**src/rtl/control_unit_pkg.sv**
```systemverilog
// rtl/control_unit_pkg.sv - opcodes, FSM states, instruction classes and control-word type
package control_unit_pkg;

    localparam int MEM_WAIT_DEFAULT = 1;
    localparam int ALU_N            = 13;

    localparam logic [4:0] OP_LD   = 5'b00000, OP_LDI  = 5'b00001, OP_ST   = 5'b00010;
    localparam logic [4:0] OP_ADD  = 5'b00011, OP_SUB  = 5'b00100, OP_AND  = 5'b00101;
    localparam logic [4:0] OP_OR   = 5'b00110, OP_SHR  = 5'b00111, OP_SHRA = 5'b01000;
    localparam logic [4:0] OP_SHL  = 5'b01001, OP_ROR  = 5'b01010, OP_ROL  = 5'b01011;
    localparam logic [4:0] OP_ADDI = 5'b01100, OP_ANDI = 5'b01101, OP_ORI  = 5'b01110;
    localparam logic [4:0] OP_MUL  = 5'b01111, OP_DIV  = 5'b10000, OP_NEG  = 5'b10001;
    localparam logic [4:0] OP_NOT  = 5'b10010, OP_BR   = 5'b10011, OP_JR   = 5'b10100;
    localparam logic [4:0] OP_JAL  = 5'b10101, OP_IN   = 5'b10110, OP_OUT  = 5'b10111;
    localparam logic [4:0] OP_MFHI = 5'b11000, OP_MFLO = 5'b11001, OP_NOP  = 5'b11010;
    localparam logic [4:0] OP_HALT = 5'b11011;

    typedef enum logic [3:0] {
        ST_RST, ST_T0, ST_T1, ST_T2, ST_T3, ST_T4, ST_T5, ST_T6, ST_T7, ST_HALT
    } state_t;

    typedef enum logic [3:0] {
        CLS_NOP, CLS_LD, CLS_LDI, CLS_IMM, CLS_ST, CLS_ALU3, CLS_UNARY, CLS_MULDIV,
        CLS_BR, CLS_JR, CLS_JAL, CLS_IN, CLS_OUT, CLS_MFHI, CLS_MFLO, CLS_HALT
    } cls_t;

    // Enum value is also the bit position in the one-hot ALU field
    typedef enum logic [3:0] {
        ALU_AND, ALU_OR, ALU_ADD, ALU_SUB, ALU_MUL, ALU_DIV, ALU_SHR,
        ALU_SHRA, ALU_SHL, ALU_ROR, ALU_ROL, ALU_NEG, ALU_NOT
    } alu_op_t;

    typedef struct packed {
        logic HIout, LOout, Zhighout, Zlowout, PCout, MDRout, INout, Cout, Rout, BAout;
        logic HIin, LOin, PCin, IRin, Zin, Yin, MARin, MDRin, Rin, CONin, OUT_Portin;
        logic Gra, Grb, Grc, IncPC, PCSave;
        logic [ALU_N-1:0] alu;
        logic Read, read_mem, write_mem, CON_RESET, Run;
    } ctrl_t;

    localparam ctrl_t CTRL_RESET = '{CON_RESET: 1'b1, default: '0};

    function automatic logic [ALU_N-1:0] alu_onehot(alu_op_t op);
        return ALU_N'(1) << op;
    endfunction

    function automatic state_t last_step(cls_t cls);
        case (cls)
            CLS_LD, CLS_ST:                               return ST_T7;
            CLS_MULDIV, CLS_BR:                           return ST_T6;
            CLS_LDI, CLS_IMM, CLS_ALU3:                   return ST_T5;
            CLS_UNARY, CLS_JAL:                           return ST_T4;
            CLS_JR, CLS_IN, CLS_OUT, CLS_MFHI, CLS_MFLO:  return ST_T3;
            default:                                      return ST_T2;
        endcase
    endfunction

endpackage

```
**src/rtl/control_unit_if.sv**
```systemverilog
// rtl/control_unit_if.sv - instruction/flag inputs and control strobes between control unit and datapath
interface control_unit_if;

    logic [31:0] IR;
    logic        CON_FF;
    logic        stop;

    logic HIout, LOout, Zhighout, Zlowout, PCout, MDRout, INout, Cout, Rout, BAout;
    logic HIin, LOin, PCin, IRin, Zin, Yin, MARin, MDRin, Rin, CONin, OUT_Portin;
    logic Gra, Grb, Grc, IncPC, PCSave;
    logic AND, OR, ADD, SUB, MUL, DIV, SHR, SHRA, SHL, ROR, ROL, NEG, NOT;
    logic Read, read_mem, write_mem, CON_RESET, Run;

    modport master (
        input  IR, CON_FF, stop,
        output HIout, LOout, Zhighout, Zlowout, PCout, MDRout, INout, Cout, Rout, BAout,
        output HIin, LOin, PCin, IRin, Zin, Yin, MARin, MDRin, Rin, CONin, OUT_Portin,
        output Gra, Grb, Grc, IncPC, PCSave,
        output AND, OR, ADD, SUB, MUL, DIV, SHR, SHRA, SHL, ROR, ROL, NEG, NOT,
        output Read, read_mem, write_mem, CON_RESET, Run
    );

    modport slave (
        output IR, CON_FF, stop,
        input  HIout, LOout, Zhighout, Zlowout, PCout, MDRout, INout, Cout, Rout, BAout,
        input  HIin, LOin, PCin, IRin, Zin, Yin, MARin, MDRin, Rin, CONin, OUT_Portin,
        input  Gra, Grb, Grc, IncPC, PCSave,
        input  AND, OR, ADD, SUB, MUL, DIV, SHR, SHRA, SHL, ROR, ROL, NEG, NOT,
        input  Read, read_mem, write_mem, CON_RESET, Run
    );

endinterface

```
**src/rtl/control_unit_decode.sv**
```systemverilog
// rtl/control_unit_decode.sv - combinational opcode to instruction-class and ALU-op decode
module cu_decode
    import control_unit_pkg::*;
(
    input  logic [4:0] opcode_i,
    output cls_t       cls_o,
    output alu_op_t    alu_o
);

    always_comb begin
        cls_o = CLS_NOP;
        alu_o = ALU_ADD;
        case (opcode_i)
            OP_LD:   cls_o = CLS_LD;
            OP_LDI:  cls_o = CLS_LDI;
            OP_ST:   cls_o = CLS_ST;
            OP_ADD:  cls_o = CLS_ALU3;
            OP_SUB:  begin cls_o = CLS_ALU3;   alu_o = ALU_SUB;  end
            OP_AND:  begin cls_o = CLS_ALU3;   alu_o = ALU_AND;  end
            OP_OR:   begin cls_o = CLS_ALU3;   alu_o = ALU_OR;   end
            OP_SHR:  begin cls_o = CLS_ALU3;   alu_o = ALU_SHR;  end
            OP_SHRA: begin cls_o = CLS_ALU3;   alu_o = ALU_SHRA; end
            OP_SHL:  begin cls_o = CLS_ALU3;   alu_o = ALU_SHL;  end
            OP_ROR:  begin cls_o = CLS_ALU3;   alu_o = ALU_ROR;  end
            OP_ROL:  begin cls_o = CLS_ALU3;   alu_o = ALU_ROL;  end
            OP_ADDI: cls_o = CLS_IMM;
            OP_ANDI: begin cls_o = CLS_IMM;    alu_o = ALU_AND;  end
            OP_ORI:  begin cls_o = CLS_IMM;    alu_o = ALU_OR;   end
            OP_MUL:  begin cls_o = CLS_MULDIV; alu_o = ALU_MUL;  end
            OP_DIV:  begin cls_o = CLS_MULDIV; alu_o = ALU_DIV;  end
            OP_NEG:  begin cls_o = CLS_UNARY;  alu_o = ALU_NEG;  end
            OP_NOT:  begin cls_o = CLS_UNARY;  alu_o = ALU_NOT;  end
            OP_BR:   cls_o = CLS_BR;
            OP_JR:   cls_o = CLS_JR;
            OP_JAL:  cls_o = CLS_JAL;
            OP_IN:   cls_o = CLS_IN;
            OP_OUT:  cls_o = CLS_OUT;
            OP_MFHI: cls_o = CLS_MFHI;
            OP_MFLO: cls_o = CLS_MFLO;
            OP_HALT: cls_o = CLS_HALT;
            default: cls_o = CLS_NOP;
        endcase
    end

endmodule

```
**src/rtl/control_unit.sv**
```systemverilog
// rtl/control_unit.sv - Moore control FSM sequencing fetch and per-class execute steps
module control_unit
    import control_unit_pkg::*;
#(
    parameter int MEM_WAIT = MEM_WAIT_DEFAULT
) (
    input  logic           clk,
    input  logic           reset,
    control_unit_if.master bus
);

    localparam int              CW       = (MEM_WAIT > 1) ? $clog2(MEM_WAIT) : 1;
    localparam logic [CW-1:0]   CNT_LAST = CW'(MEM_WAIT - 1);

    state_t        state_q, state_d;
    logic [4:0]    op_q, op_d;
    logic [CW-1:0] cnt_q, cnt_d;
    logic          hold_q;
    logic          stop_seen_q, stop_seen_d;
    ctrl_t         out_q, out_d;
    cls_t          cls;
    alu_op_t       alu;

    cu_decode u_decode (
        .opcode_i (op_d),
        .cls_o    (cls),
        .alu_o    (alu)
    );

    function automatic state_t next_step(state_t st);
        case (st)
            ST_T2:   return ST_T3;
            ST_T3:   return ST_T4;
            ST_T4:   return ST_T5;
            ST_T5:   return ST_T6;
            ST_T6:   return ST_T7;
            default: return ST_T0;
        endcase
    endfunction

    function automatic ctrl_t ctrl_word(state_t st, cls_t c, alu_op_t op, logic con_ff);
        ctrl_t            w;
        logic [ALU_N-1:0] oh;
        w     = '0;
        oh    = alu_onehot(op);
        w.Run = (st != ST_RST) && (st != ST_HALT);
        case (st)
            ST_RST: w.CON_RESET = 1'b1;
            ST_T0:  begin w.IncPC = 1'b1; w.MARin = 1'b1; w.PCin = 1'b1; end
            ST_T1:  begin w.Read = 1'b1; w.read_mem = 1'b1; w.MDRin = 1'b1; end
            ST_T2:  begin w.MDRout = 1'b1; w.IRin = 1'b1; end
            ST_T3: case (c)
                CLS_LD, CLS_LDI, CLS_ST: begin w.Grb = 1'b1; w.BAout = 1'b1; w.Yin = 1'b1; end
                CLS_IMM, CLS_ALU3:       begin w.Grb = 1'b1; w.Rout = 1'b1; w.Yin = 1'b1; end
                CLS_UNARY:  begin w.Grb = 1'b1; w.Rout = 1'b1; w.Zin = 1'b1; w.alu = oh; end
                CLS_MULDIV: begin w.Gra = 1'b1; w.Rout = 1'b1; w.Yin = 1'b1; end
                CLS_BR:     begin w.Gra = 1'b1; w.Rout = 1'b1; w.CONin = 1'b1; end
                CLS_JR:     begin w.Gra = 1'b1; w.Rout = 1'b1; w.PCin = 1'b1; end
                CLS_JAL:    w.PCSave = 1'b1;
                CLS_IN:     begin w.INout = 1'b1; w.Gra = 1'b1; w.Rin = 1'b1; end
                CLS_OUT:    begin w.Gra = 1'b1; w.Rout = 1'b1; w.OUT_Portin = 1'b1; end
                CLS_MFHI:   begin w.HIout = 1'b1; w.Gra = 1'b1; w.Rin = 1'b1; end
                CLS_MFLO:   begin w.LOout = 1'b1; w.Gra = 1'b1; w.Rin = 1'b1; end
                default: ;
            endcase
            ST_T4: case (c)
                CLS_LD, CLS_LDI, CLS_IMM, CLS_ST: begin w.Cout = 1'b1; w.Zin = 1'b1; w.alu = oh; end
                CLS_ALU3:   begin w.Grc = 1'b1; w.Rout = 1'b1; w.Zin = 1'b1; w.alu = oh; end
                CLS_UNARY:  begin w.Zlowout = 1'b1; w.Gra = 1'b1; w.Rin = 1'b1; end
                CLS_MULDIV: begin w.Grb = 1'b1; w.Rout = 1'b1; w.Zin = 1'b1; w.alu = oh; end
                CLS_BR:     begin w.PCout = 1'b1; w.Yin = 1'b1; end
                CLS_JAL:    begin w.Gra = 1'b1; w.Rout = 1'b1; w.PCin = 1'b1; end
                default: ;
            endcase
            ST_T5: case (c)
                CLS_LDI, CLS_IMM, CLS_ALU3: begin w.Zlowout = 1'b1; w.Gra = 1'b1; w.Rin = 1'b1; end
                CLS_LD, CLS_ST: begin w.Zlowout = 1'b1; w.MARin = 1'b1; end
                CLS_MULDIV:     begin w.Zlowout = 1'b1; w.LOin = 1'b1; end
                CLS_BR:         begin w.Cout = 1'b1; w.Zin = 1'b1; w.alu = oh; end
                default: ;
            endcase
            ST_T6: case (c)
                CLS_LD:     begin w.Read = 1'b1; w.read_mem = 1'b1; w.MDRin = 1'b1; end
                CLS_ST:     begin w.Gra = 1'b1; w.Rout = 1'b1; w.MDRin = 1'b1; end
                CLS_MULDIV: begin w.Zhighout = 1'b1; w.HIin = 1'b1; end
                CLS_BR:     begin w.Zlowout = con_ff; w.PCin = con_ff; end
                default: ;
            endcase
            ST_T7: case (c)
                CLS_LD: begin w.MDRout = 1'b1; w.Gra = 1'b1; w.Rin = 1'b1; end
                CLS_ST: w.write_mem = 1'b1;
                default: ;
            endcase
            default: ;
        endcase
        return w;
    endfunction

    // Outputs are registered from the next state so each strobe is glitch-free for its whole step
    always_comb begin
        state_d     = state_q;
        op_d        = op_q;
        cnt_d       = '0;
        stop_seen_d = stop_seen_q;
        if (state_q == ST_T2) op_d = bus.IR[31:27];
        case (state_q)
            ST_RST: if (!hold_q) state_d = ST_T0;
            ST_T0:  state_d = ST_T1;
            ST_T1: begin
                if (cnt_q != CNT_LAST) cnt_d = cnt_q + 1'b1;
                else                   state_d = ST_T2;
            end
            ST_HALT: begin
                if (bus.stop)         stop_seen_d = 1'b1;
                else if (stop_seen_q) state_d = ST_T0;
            end
            default: begin
                if (state_q == ST_T2 && cls == CLS_HALT) begin
                    state_d     = ST_HALT;
                    stop_seen_d = bus.stop;
                end else if (state_q == last_step(cls)) begin
                    state_d     = bus.stop ? ST_HALT : ST_T0;
                    stop_seen_d = bus.stop;
                end else if (state_q == ST_T6 && cls == CLS_LD && cnt_q != CNT_LAST) begin
                    cnt_d = cnt_q + 1'b1;
                end else begin
                    state_d = next_step(state_q);
                end
            end
        endcase
        out_d = ctrl_word(state_d, cls, alu, bus.CON_FF);
    end

    always_ff @(posedge clk or posedge reset) begin
        if (reset) begin
            state_q     <= ST_RST;
            op_q        <= OP_NOP;
            cnt_q       <= '0;
            hold_q      <= 1'b1;
            stop_seen_q <= 1'b0;
            out_q       <= CTRL_RESET;
        end else begin
            state_q     <= state_d;
            op_q        <= op_d;
            cnt_q       <= cnt_d;
            hold_q      <= 1'b0;
            stop_seen_q <= stop_seen_d;
            out_q       <= out_d;
        end
    end

    assign bus.HIout      = out_q.HIout;
    assign bus.LOout      = out_q.LOout;
    assign bus.Zhighout   = out_q.Zhighout;
    assign bus.Zlowout    = out_q.Zlowout;
    assign bus.PCout      = out_q.PCout;
    assign bus.MDRout     = out_q.MDRout;
    assign bus.INout      = out_q.INout;
    assign bus.Cout       = out_q.Cout;
    assign bus.Rout       = out_q.Rout;
    assign bus.BAout      = out_q.BAout;
    assign bus.HIin       = out_q.HIin;
    assign bus.LOin       = out_q.LOin;
    assign bus.PCin       = out_q.PCin;
    assign bus.IRin       = out_q.IRin;
    assign bus.Zin        = out_q.Zin;
    assign bus.Yin        = out_q.Yin;
    assign bus.MARin      = out_q.MARin;
    assign bus.MDRin      = out_q.MDRin;
    assign bus.Rin        = out_q.Rin;
    assign bus.CONin      = out_q.CONin;
    assign bus.OUT_Portin = out_q.OUT_Portin;
    assign bus.Gra        = out_q.Gra;
    assign bus.Grb        = out_q.Grb;
    assign bus.Grc        = out_q.Grc;
    assign bus.IncPC      = out_q.IncPC;
    assign bus.PCSave     = out_q.PCSave;
    assign bus.AND        = out_q.alu[ALU_AND];
    assign bus.OR         = out_q.alu[ALU_OR];
    assign bus.ADD        = out_q.alu[ALU_ADD];
    assign bus.SUB        = out_q.alu[ALU_SUB];
    assign bus.MUL        = out_q.alu[ALU_MUL];
    assign bus.DIV        = out_q.alu[ALU_DIV];
    assign bus.SHR        = out_q.alu[ALU_SHR];
    assign bus.SHRA       = out_q.alu[ALU_SHRA];
    assign bus.SHL        = out_q.alu[ALU_SHL];
    assign bus.ROR        = out_q.alu[ALU_ROR];
    assign bus.ROL        = out_q.alu[ALU_ROL];
    assign bus.NEG        = out_q.alu[ALU_NEG];
    assign bus.NOT        = out_q.alu[ALU_NOT];
    assign bus.Read       = out_q.Read;
    assign bus.read_mem   = out_q.read_mem;
    assign bus.write_mem  = out_q.write_mem;
    assign bus.CON_RESET  = out_q.CON_RESET;
    assign bus.Run        = out_q.Run;

endmodule

```
**src/flat_wrapper.sv**
```systemverilog
// flat-port wrapper written by rule: the top's interface ports become plain ports
module control_unit_flat import control_unit_pkg::*;
#(
    parameter int MEM_WAIT = MEM_WAIT_DEFAULT
)
  (clk, reset, bus_IR, bus_CON_FF, bus_stop, bus_HIout, bus_LOout, bus_Zhighout, bus_Zlowout, bus_PCout, bus_MDRout, bus_INout, bus_Cout, bus_Rout, bus_BAout, bus_HIin, bus_LOin, bus_PCin, bus_IRin, bus_Zin, bus_Yin, bus_MARin, bus_MDRin, bus_Rin, bus_CONin, bus_OUT_Portin, bus_Gra, bus_Grb, bus_Grc, bus_IncPC, bus_PCSave, bus_AND, bus_OR, bus_ADD, bus_SUB, bus_MUL, bus_DIV, bus_SHR, bus_SHRA, bus_SHL, bus_ROR, bus_ROL, bus_NEG, bus_NOT, bus_Read, bus_read_mem, bus_write_mem, bus_CON_RESET, bus_Run);
  control_unit_if bus_i ();
  input  logic clk;
  input  logic reset;
  input wire logic [$bits(bus_i.IR)-1:0] bus_IR;
  input wire logic [$bits(bus_i.CON_FF)-1:0] bus_CON_FF;
  input wire logic [$bits(bus_i.stop)-1:0] bus_stop;
  output wire logic [$bits(bus_i.HIout)-1:0] bus_HIout;
  output wire logic [$bits(bus_i.LOout)-1:0] bus_LOout;
  output wire logic [$bits(bus_i.Zhighout)-1:0] bus_Zhighout;
  output wire logic [$bits(bus_i.Zlowout)-1:0] bus_Zlowout;
  output wire logic [$bits(bus_i.PCout)-1:0] bus_PCout;
  output wire logic [$bits(bus_i.MDRout)-1:0] bus_MDRout;
  output wire logic [$bits(bus_i.INout)-1:0] bus_INout;
  output wire logic [$bits(bus_i.Cout)-1:0] bus_Cout;
  output wire logic [$bits(bus_i.Rout)-1:0] bus_Rout;
  output wire logic [$bits(bus_i.BAout)-1:0] bus_BAout;
  output wire logic [$bits(bus_i.HIin)-1:0] bus_HIin;
  output wire logic [$bits(bus_i.LOin)-1:0] bus_LOin;
  output wire logic [$bits(bus_i.PCin)-1:0] bus_PCin;
  output wire logic [$bits(bus_i.IRin)-1:0] bus_IRin;
  output wire logic [$bits(bus_i.Zin)-1:0] bus_Zin;
  output wire logic [$bits(bus_i.Yin)-1:0] bus_Yin;
  output wire logic [$bits(bus_i.MARin)-1:0] bus_MARin;
  output wire logic [$bits(bus_i.MDRin)-1:0] bus_MDRin;
  output wire logic [$bits(bus_i.Rin)-1:0] bus_Rin;
  output wire logic [$bits(bus_i.CONin)-1:0] bus_CONin;
  output wire logic [$bits(bus_i.OUT_Portin)-1:0] bus_OUT_Portin;
  output wire logic [$bits(bus_i.Gra)-1:0] bus_Gra;
  output wire logic [$bits(bus_i.Grb)-1:0] bus_Grb;
  output wire logic [$bits(bus_i.Grc)-1:0] bus_Grc;
  output wire logic [$bits(bus_i.IncPC)-1:0] bus_IncPC;
  output wire logic [$bits(bus_i.PCSave)-1:0] bus_PCSave;
  output wire logic [$bits(bus_i.AND)-1:0] bus_AND;
  output wire logic [$bits(bus_i.OR)-1:0] bus_OR;
  output wire logic [$bits(bus_i.ADD)-1:0] bus_ADD;
  output wire logic [$bits(bus_i.SUB)-1:0] bus_SUB;
  output wire logic [$bits(bus_i.MUL)-1:0] bus_MUL;
  output wire logic [$bits(bus_i.DIV)-1:0] bus_DIV;
  output wire logic [$bits(bus_i.SHR)-1:0] bus_SHR;
  output wire logic [$bits(bus_i.SHRA)-1:0] bus_SHRA;
  output wire logic [$bits(bus_i.SHL)-1:0] bus_SHL;
  output wire logic [$bits(bus_i.ROR)-1:0] bus_ROR;
  output wire logic [$bits(bus_i.ROL)-1:0] bus_ROL;
  output wire logic [$bits(bus_i.NEG)-1:0] bus_NEG;
  output wire logic [$bits(bus_i.NOT)-1:0] bus_NOT;
  output wire logic [$bits(bus_i.Read)-1:0] bus_Read;
  output wire logic [$bits(bus_i.read_mem)-1:0] bus_read_mem;
  output wire logic [$bits(bus_i.write_mem)-1:0] bus_write_mem;
  output wire logic [$bits(bus_i.CON_RESET)-1:0] bus_CON_RESET;
  output wire logic [$bits(bus_i.Run)-1:0] bus_Run;
  assign bus_i.IR = bus_IR;
  assign bus_i.CON_FF = bus_CON_FF;
  assign bus_i.stop = bus_stop;
  assign bus_HIout = bus_i.HIout;
  assign bus_LOout = bus_i.LOout;
  assign bus_Zhighout = bus_i.Zhighout;
  assign bus_Zlowout = bus_i.Zlowout;
  assign bus_PCout = bus_i.PCout;
  assign bus_MDRout = bus_i.MDRout;
  assign bus_INout = bus_i.INout;
  assign bus_Cout = bus_i.Cout;
  assign bus_Rout = bus_i.Rout;
  assign bus_BAout = bus_i.BAout;
  assign bus_HIin = bus_i.HIin;
  assign bus_LOin = bus_i.LOin;
  assign bus_PCin = bus_i.PCin;
  assign bus_IRin = bus_i.IRin;
  assign bus_Zin = bus_i.Zin;
  assign bus_Yin = bus_i.Yin;
  assign bus_MARin = bus_i.MARin;
  assign bus_MDRin = bus_i.MDRin;
  assign bus_Rin = bus_i.Rin;
  assign bus_CONin = bus_i.CONin;
  assign bus_OUT_Portin = bus_i.OUT_Portin;
  assign bus_Gra = bus_i.Gra;
  assign bus_Grb = bus_i.Grb;
  assign bus_Grc = bus_i.Grc;
  assign bus_IncPC = bus_i.IncPC;
  assign bus_PCSave = bus_i.PCSave;
  assign bus_AND = bus_i.AND;
  assign bus_OR = bus_i.OR;
  assign bus_ADD = bus_i.ADD;
  assign bus_SUB = bus_i.SUB;
  assign bus_MUL = bus_i.MUL;
  assign bus_DIV = bus_i.DIV;
  assign bus_SHR = bus_i.SHR;
  assign bus_SHRA = bus_i.SHRA;
  assign bus_SHL = bus_i.SHL;
  assign bus_ROR = bus_i.ROR;
  assign bus_ROL = bus_i.ROL;
  assign bus_NEG = bus_i.NEG;
  assign bus_NOT = bus_i.NOT;
  assign bus_Read = bus_i.Read;
  assign bus_read_mem = bus_i.read_mem;
  assign bus_write_mem = bus_i.write_mem;
  assign bus_CON_RESET = bus_i.CON_RESET;
  assign bus_Run = bus_i.Run;
  control_unit #(.MEM_WAIT(MEM_WAIT)) u_core (.clk(clk), .reset(reset), .bus(bus_i));
endmodule
```
**config.mk**
```make
export PLATFORM = sky130hd
export DESIGN_NAME = control_unit_flat
export DESIGN_NICKNAME = d
export VERILOG_FILES = /design/src/rtl/control_unit_pkg.sv /design/src/rtl/control_unit_if.sv /design/src/rtl/control_unit_decode.sv /design/src/rtl/control_unit.sv /design/src/flat_wrapper.sv
export SDC_FILE = /design/constraint.sdc
export NUM_CORES = 1
export LEC_CHECK = 0
export BUFFER_PORTS_ARGS = -buffer_cell sky130_fd_sc_hd__buf_2
export CAP_MARGIN = 0
export CORE_ASPECT_RATIO = 1.75
export CORE_MARGIN = 8
export CORE_UTILIZATION = 42
export CTS_CLUSTER_DIAMETER = 30
export DETAILED_ROUTE_END_ITERATION = 10
export PLACE_DENSITY = 0.66
export SYNTH_ARGS = -nofsm -noshare
export SYNTH_HDL_FRONTEND = slang
export SYNTH_SLANG_ARGS = --single-unit
```
**constraint.sdc**
```tcl
create_clock -name clk -period 6.4 [get_ports clk]
set_input_delay 0.64 -clock clk [delete_from_list [all_inputs] [get_ports clk]]
set_output_delay 0.64 -clock clk [all_outputs]
set_load 0.01 [all_outputs]
```
==> results of run 1 <==
==> cells in the mapped netlist, types with 5 or more instances <==
library cell   n  area share
a21oi_1       17       0.029
and2_1         7       0.015
clkbuf_1      19       0.024
dfrtp_1       49        0.41
dfstp_2        5       0.044
inv_1         16       0.020
nand2_1       40       0.050
nand2b_1       6       0.013
nand3_1        7       0.012
nand3b_1       5       0.013
nor2_1        31       0.039
nor2b_1        9       0.019
nor3_1        21       0.035
nor4_1         9       0.019
o21ai_0       19       0.032
==> per-stage QoR <==
stage / cell area (µm²) / power, mW
floorplan: 2980 / 1.22
global placement: 3250 / 1.45
global route: 3410 / 1.92
detailed placement: 3250 / 1.47
CTS: 3410 / 1.77
finish: 3410 / 1.78
==> cell families (layout without fill, tap and decap cells) <==
family,Yosys count,after routing
simple gates,157,157
buf+inv,45,78
xor+xnor,5,5
flops,54,54
mux,4,4
compound gates,78,78
other cells,1,2
==> area by class of cell <==
| type | instances | area share |
|---|---|---|
| multi-input combinational | 246 | 0.424 |
| sequential | 54 | 0.398 |
| timing repair buffer | 54 | 0.0806 |
| clock buffer | 6 | 0.0377 |
| tap | 84 | 0.0308 |
| inverter | 16 | 0.0176 |
| clock inverter | 2 | 0.0114 |
==> critical path: cells and delay by family, from the launching register on <==
| family | cells | cell delay [ns] |
|---|---|---|
| flops | 1 | 0.54 |
| simple gates | 4 | 1.74 |
| compound gates | 2 | 1.24 |
==> worst paths after layout <==
check	slack (ns)	from	to	cells after the start
max in group asynchronous	5.15	reset	u_core.bus.OR	2
min in group asynchronous	0.61	reset	u_core.bus.DIV	2
min reg2reg	0.51	u_core.stop_seen_q	u_core.stop_seen_q	1
max reg2reg	2.74	u_core.op_q[2]	u_core.bus.SUB	6
max	2.74	u_core.op_q[2]	u_core.bus.SUB	6
min	0.51	u_core.stop_seen_q	u_core.stop_seen_q	1
==> where the power goes <==
part,total [mW],switching (mW),internal (mW)
logic,0.951,0.624,0.326
registers,0.526,0.0997,0.426
clock network,0.305,0.120,0.185
==> per-layer routing <==
metal  part of all wire  GRT usage  up-vias
met3              0.056     0.0323       25
met1               0.36      0.168     1263
li1                   -          -     1275
met2               0.55      0.289       90
met4              0.041      0.102        0
met5                  0          0        -
==> out/summary.md, run 1 <==
After the last flow step, the layout net total stands at 413. Summed over all cells, the static leakage comes to 1.63 nW. The number of remaining DRC errors was 0; the number of sinks driven by the clock tree was 54. The number of port buffers was 52; the xor-xnor portion of the synthesized cell area was 0.0147. Global routing finished with a remaining overflow of 0. The tightest hold path in the finished design has a slack of 0.507 ns.

The worst setup path is captured at a flop. After clock tree synthesis, the repair step resized 0 gates. The run finished with clean final reports.

Synthesis handed over a netlist of 344 instances. For the pin with the worst max-slew slack, the measured transition is 1.12 ns. After legalization and detailed placement, the total HPWL measured 5.95 mm. Die height: 127 µm. For the final worst setup slack, the log shows 2.74 ns. The largest registers in the layout are u_core.op_q x5, u_core.state_q x4. The floorplan die area was 10200 µm². After clock tree synthesis, the clock-pin slew on the worst setup and hold paths is 0.07 ns.

The clock skew was 0.00368 ns; the per-cell routed wire length was 17.3 µm. The run gives 0 as the number of hold-slack violations in the final timing report. The slowest stage of the critical path is the o32ai_2 cell. The number of warnings printed during yosys synthesis is 0, and the power per unit of standard cell area is 522 nW/µm². Global-route wire length before repair: 13.2 mm. The tools report the via count of the first global-routing pass as 2625. The maximum fanout along the worst path is 15, and the remaining number of nets flagged by the antenna check after routing is 0.

The worst-case IR drop observed on VDD is 0.235 mV. The logs give 0.455 for the post-synthesis sequential area ratio and 40 for the floorplan row count. The proportion of register bits with asynchronous set or reset after synthesis is 1.00. 80 I/O pins were placed. The normalized max-slew margin was 0.251; the via-per-instance ratio was 5.74.

The run gives 0.435 as the starting density of the core. Final-report setup violation count: 0. Timing analysis after detailed placement gives a worst setup slack of 2.84 ns. For this run, the top clock speed supported by timing is 0.273 GHz.

The worst setup path is launched from a flop. Complex-gate fraction of the synthesized area: 0.177. The flip-flop cell with the highest count after synthesis is dfrtp_1. The part of the cycle the worst path needs came out at 0.572.

Setup repair after global routing left no endpoint under its margin. Entering global routing, the biggest net connects 55 pins. The worst setup path is of the flop to flop kind. The worst hold-check path type was flop to flop.

The core region is 6860 µm². STA puts the critical path data required time at 6.55 ns. The buffer depth of the longest clock path is 2.

The minimum period implied by the final worst setup slack is 3.66 ns. In the layout the commonest cells are buf_2, dfrtp_1, nand2_1. The combined global-route utilization of all metal layers is 0.163, and the endpoint arrival time on the critical path is 3.82 ns.

The number of clock buffers added by TritonCTS is 5. The post-synthesis share of cell area spent on full adders, half adders and majority gates is 0, and the first-pass iteration count of the detailed router is 4. Traced cell by cell, the critical path runs through or4_4 -> or4b_1 -> and2_1 -> o32ai_2 -> o311ai_2 -> nor4b_1.

TritonCTS built the clock tree. The H-tree was split into 2 levels. In this run, the number of DRC markers left after iteration 0 of detailed routing was 221.

The floorplan step set the die width to 79.7 µm. The tools report the total number of vias as 2653. Most common library cell in the layout ignoring fill and taps: buf_2. The count of distinct cell types in the synthesized netlist is 58.

The logs give 0.498 for the final standard cell utilization of the core and 462 for the number of non-filler instances in the completed layout. The tools report the routability-driven placement congestion ratio as 0.909. Including well taps, the total number of placed cells is 454. The area fraction in and, or, nand and nor cells after synthesis is 0.273, and the area growth from synthesis to final layout is 14.6%.

Clock latency on the worst-skew pair, taken at its later pin, is 0.29 ns. In this run, synthesis inferred 0 flip-flops with an integrated enable. The multi-input logic area was 1450 µm²; the register area was 1360 µm². The tool flagged a number of max-cap violations equal to 0.

In this run, synthesis produced a sequential element count of 54. Sum of negative setup slack: 0 ns. Dividing the synthesized area by the synthesized cell count gives 8.66 µm². The run gives 0 as the number of hold buffers added after cts.

The tree is rooted in a clkbuf_16. The total detailed-routing wirelength is 7.98 mm, and the total of fill cells in the finished design is 671. The proportion of layout cells with a drive suffix above 1 is 0.206, and the initial antenna violation count is 0. Fraction of synthesized area in multiplexers: 0.0139.

More flip-flops sit in one register than any other, and that register is u_core.op_q. The number of antenna diodes in the final layout is 0. The register with the most flip-flops in the layout has 5 of them.

Once the clock tree was built, the setup fixing pass inserted 0 buffers. The final max-slew violation count was 0; the largest incremental delay on the critical path was 0.75 ns. The cell area that synthesis handed to floorplanning was 2980 µm². After synthesis, the largest family of logic cells by area is simple AND/OR/NAND/NOR gates.
Power figures use the tool's default switching activity.
==> run 2, diff against run 1 <==
==> constraint.sdc (replaced) <==
create_clock -name clk -period 3.7 [get_ports clk]
set_input_delay 0.37 -clock clk [delete_from_list [all_inputs] [get_ports clk]]
set_output_delay 0.37 -clock clk [all_outputs]
set_load 0.01 [all_outputs]
==> out/summary.md, run 2 (same netlist as run 1, synthesis figures left out) <==
The flow ran to the end, and the final reports show no timing, DRC or antenna violations. The clock skew was 0.00327 ns (was 0.00368 ns). Startpoint-to-endpoint class of the critical path: flop to flop (unchanged). The sum of negative setup slack was 0 ns (unchanged). The run gives 460 (was 454) as the total placed cells including tap cells. Pin count of the biggest net entering global routing: 55 (unchanged). The number of flip-flops in the largest register came out at 5 (unchanged).

The power per unit of standard cell area works out to 908 nW/µm² (was 522 nW/µm²). The number of non-filler instances in the completed layout was 468 (was 462); the area growth from synthesis to final layout was 16.1% (was 14.6%). The run gives 1360 µm² (unchanged) as the register area. The first-pass iteration count of the detailed router is 5 (was 4), and the number of hold-slack violations in the final timing report is 0 (unchanged).

The minimum period implied by the final worst setup slack is 3.27 ns (was 3.66 ns), and the largest incremental delay on the critical path is 0.61 ns (was 0.75 ns). Endpoint arrival time on the critical path: 3.47 ns (was 3.82 ns). The tools report the root cell of the clock tree as clkbuf_16 (unchanged). The tools report the maximum achievable frequency as 0.305 GHz (was 0.273 GHz). The logs give 0.163 (about the same) for the combined global-route utilization of all metal layers and 0 (unchanged) for the number of antenna cells inserted. Proportion of layout cells with a drive suffix above 1: 0.219 (was 0.206). TritonCTS built the clock tree. The floorplan row count was 40 (unchanged); the total number of vias was 2701 (was 2653). The standard cell area after detailed placement was 3290 µm² (was 3250 µm²); the part of the cycle the worst path needs was 0.885 (was 0.572).

Final worst setup slack: 0.426 ns (was 2.74 ns). The routability-driven placement congestion ratio was 0.938 (was 0.909). The critical path launch point type was a flop (unchanged). The total of fill cells in the finished design is 663 (was 671), and the worst voltage drop across the vdd grid is 0.347 mV (was 0.235 mV). For the final max-slew violation count, the log shows 0 (unchanged). The maximum fanout along the worst path works out to 18 (was 15).

The tools report the number of sinks driven by the clock tree as 54 (unchanged). For the final standard cell utilization of the core, the log shows 0.505 (was 0.498). The buffer depth of the longest clock path came out at 2 (unchanged). Most frequent cells in the layout: buf_2, dfrtp_1, nand2_1 (unchanged). Remaining number of nets flagged by the antenna check after routing: 0 (unchanged). The post-layout instance area was 3460 µm² (was 3410 µm²). The global-route wire length before repair came out at 13.1 mm (was 13.2 mm). The net count reported at finish came out at 419 (was 413). Critical path, cell by cell: nor4bb_4 -> buf_4 -> o21ai_0 -> a21oi_1 -> o211ai_1 -> nand2_1 -> inv_1 -> or4_1 -> o221ai_1 (was or4_4 -> or4b_1 -> and2_1 -> o32ai_2 -> o311ai_2 -> nor4b_1). The number of buffers created by CTS is 5 (unchanged), and the die height is 127 µm (unchanged). The die width came out at 79.7 µm (unchanged). The number of port buffers was 52 (unchanged).

The run gives 1450 µm² (unchanged) as the multi-input logic area. For the leakage power of the design, the log shows 1.66 nW (was 1.63 nW). DRC violation total after the first TritonRoute iteration: 191 (was 221). The logs give 80 (unchanged) for the number of top-level pins and 0 (unchanged) for the number of remaining DRC errors.

Number of setup buffers added after CTS: 0 (unchanged). The cell type of the slowest stage on the worst timing path is or4_1 (was o32ai_2). The tools report the endpoint class of the critical path as a flop (unchanged). The deepest level of the CTS H-tree is 2 (unchanged).

The worst setup slack after placement was 0.458 ns (was 2.84 ns). Most common library cell in the layout ignoring fill and taps: buf_2 (unchanged). The tools report the clock latency on the worst-skew pair as 0.29 ns (about the same). The slew at the pin with the worst max-slew slack is 1.07 ns (was 1.12 ns), and the floorplan die area is 10200 µm² (unchanged). For the via count of the first global-routing pass, the log shows 2621 (was 2625). The initial antenna violation count came out at 0 (unchanged).

The run gives 0 (unchanged) as the remaining global-route overflow. The number of violations of the max-capacitance limit was 0 (unchanged). The worst hold-check path type was primary input to flop (was flop to flop).

The run gives 8.09 mm (was 7.98 mm) as the total detailed-routing wirelength. The worst path required time is 3.89 ns (was 6.55 ns). The run gives 0.435 (unchanged) as the starting density of the core. Via-per-instance ratio: 5.77 (was 5.74). The register with the most flip-flops was u_core.op_q (unchanged). The clock input transition at the sequential cells of the worst setup and hold paths is 0.07 ns (about the same). The run gives 6.03 mm (was 5.95 mm) as the post-DP HPWL. The logs give 0 (unchanged) for the post-cts gate resize count and 0 (unchanged) for the number of hold buffers added after cts. The logs give 0 (unchanged) for the final-report setup violation count and 0.287 (was 0.251) for the normalized max-slew margin.

Setup repair after global routing left no endpoint under its margin. The per-cell routed wire length came out at 17.3 µm (about the same). The standard cell core area was 6860 µm² (unchanged).

Registers with the highest flip-flop counts: u_core.op_q x5, u_core.state_q x4 (unchanged).
[run 2: changes by cell type in the layout (fill, tap and decap cells not counted)]
cell / before / now
buf_4: 2 / 8
[run 2: metal layers]
layer	vias to the layer above	wire, µm	track usage
li1	1284	-	-
met1	1286	2800	0.162
met2	100	4350	0.292
met3	31	536	0.0351
met4	0	403	0.105
met5	-	0	0
[run 2: area by class of cell]
cell class	count	area share
clock buffers	6	0.0373
flip-flops and latches	54	0.392
well taps	84	0.0304
multi-input cells	246	0.419
clock inverters	2	0.0112
inverters	16	0.0174
repair buffers	60	0.0926
[run 2: where the power goes]
group	total [mW]	internal, mW	switching (mW)
logic	1.74	0.615	1.13
clock network	0.528	0.321	0.207
registers	0.873	0.738	0.135
total	3.14	1.67	1.47
[run 2: final timing paths]
check	startpoint	end	slack, ns	depth (start not counted)
min in group asynchronous	reset	u_core.bus.MUL	0.34	2
max in group asynchronous	reset	u_core.bus.AND	2.71	2
max reg2reg	u_core.state_q[1]	u_core.bus.PCin	0.43	9
min	bus_stop	u_core.stop_seen_q	0.33	2
max	u_core.state_q[1]	u_core.bus.PCin	0.43	9
min reg2reg	u_core.stop_seen_q	u_core.stop_seen_q	0.51	1
[run 2: per-stage QoR]
stage	hold WS, ns	power, mW
6_report	0.328	3.14
3_3_place_gp	0.474	2.57
5_1_grt	0.355	3.37
4_1_cts	0.326	3.13
3_5_place_dp	0.485	2.59
2_1_floorplan	0.448	2.12
[run 2: worst max-delay path, delay by kind of cell (launching register included)]
kind                   cells  cell delay [ns]
DFF                        1             0.56
and+or+nand+nor            3             1.41
AOI/OAI and AO/OA          4             0.77
buffers and inverters      2             0.42
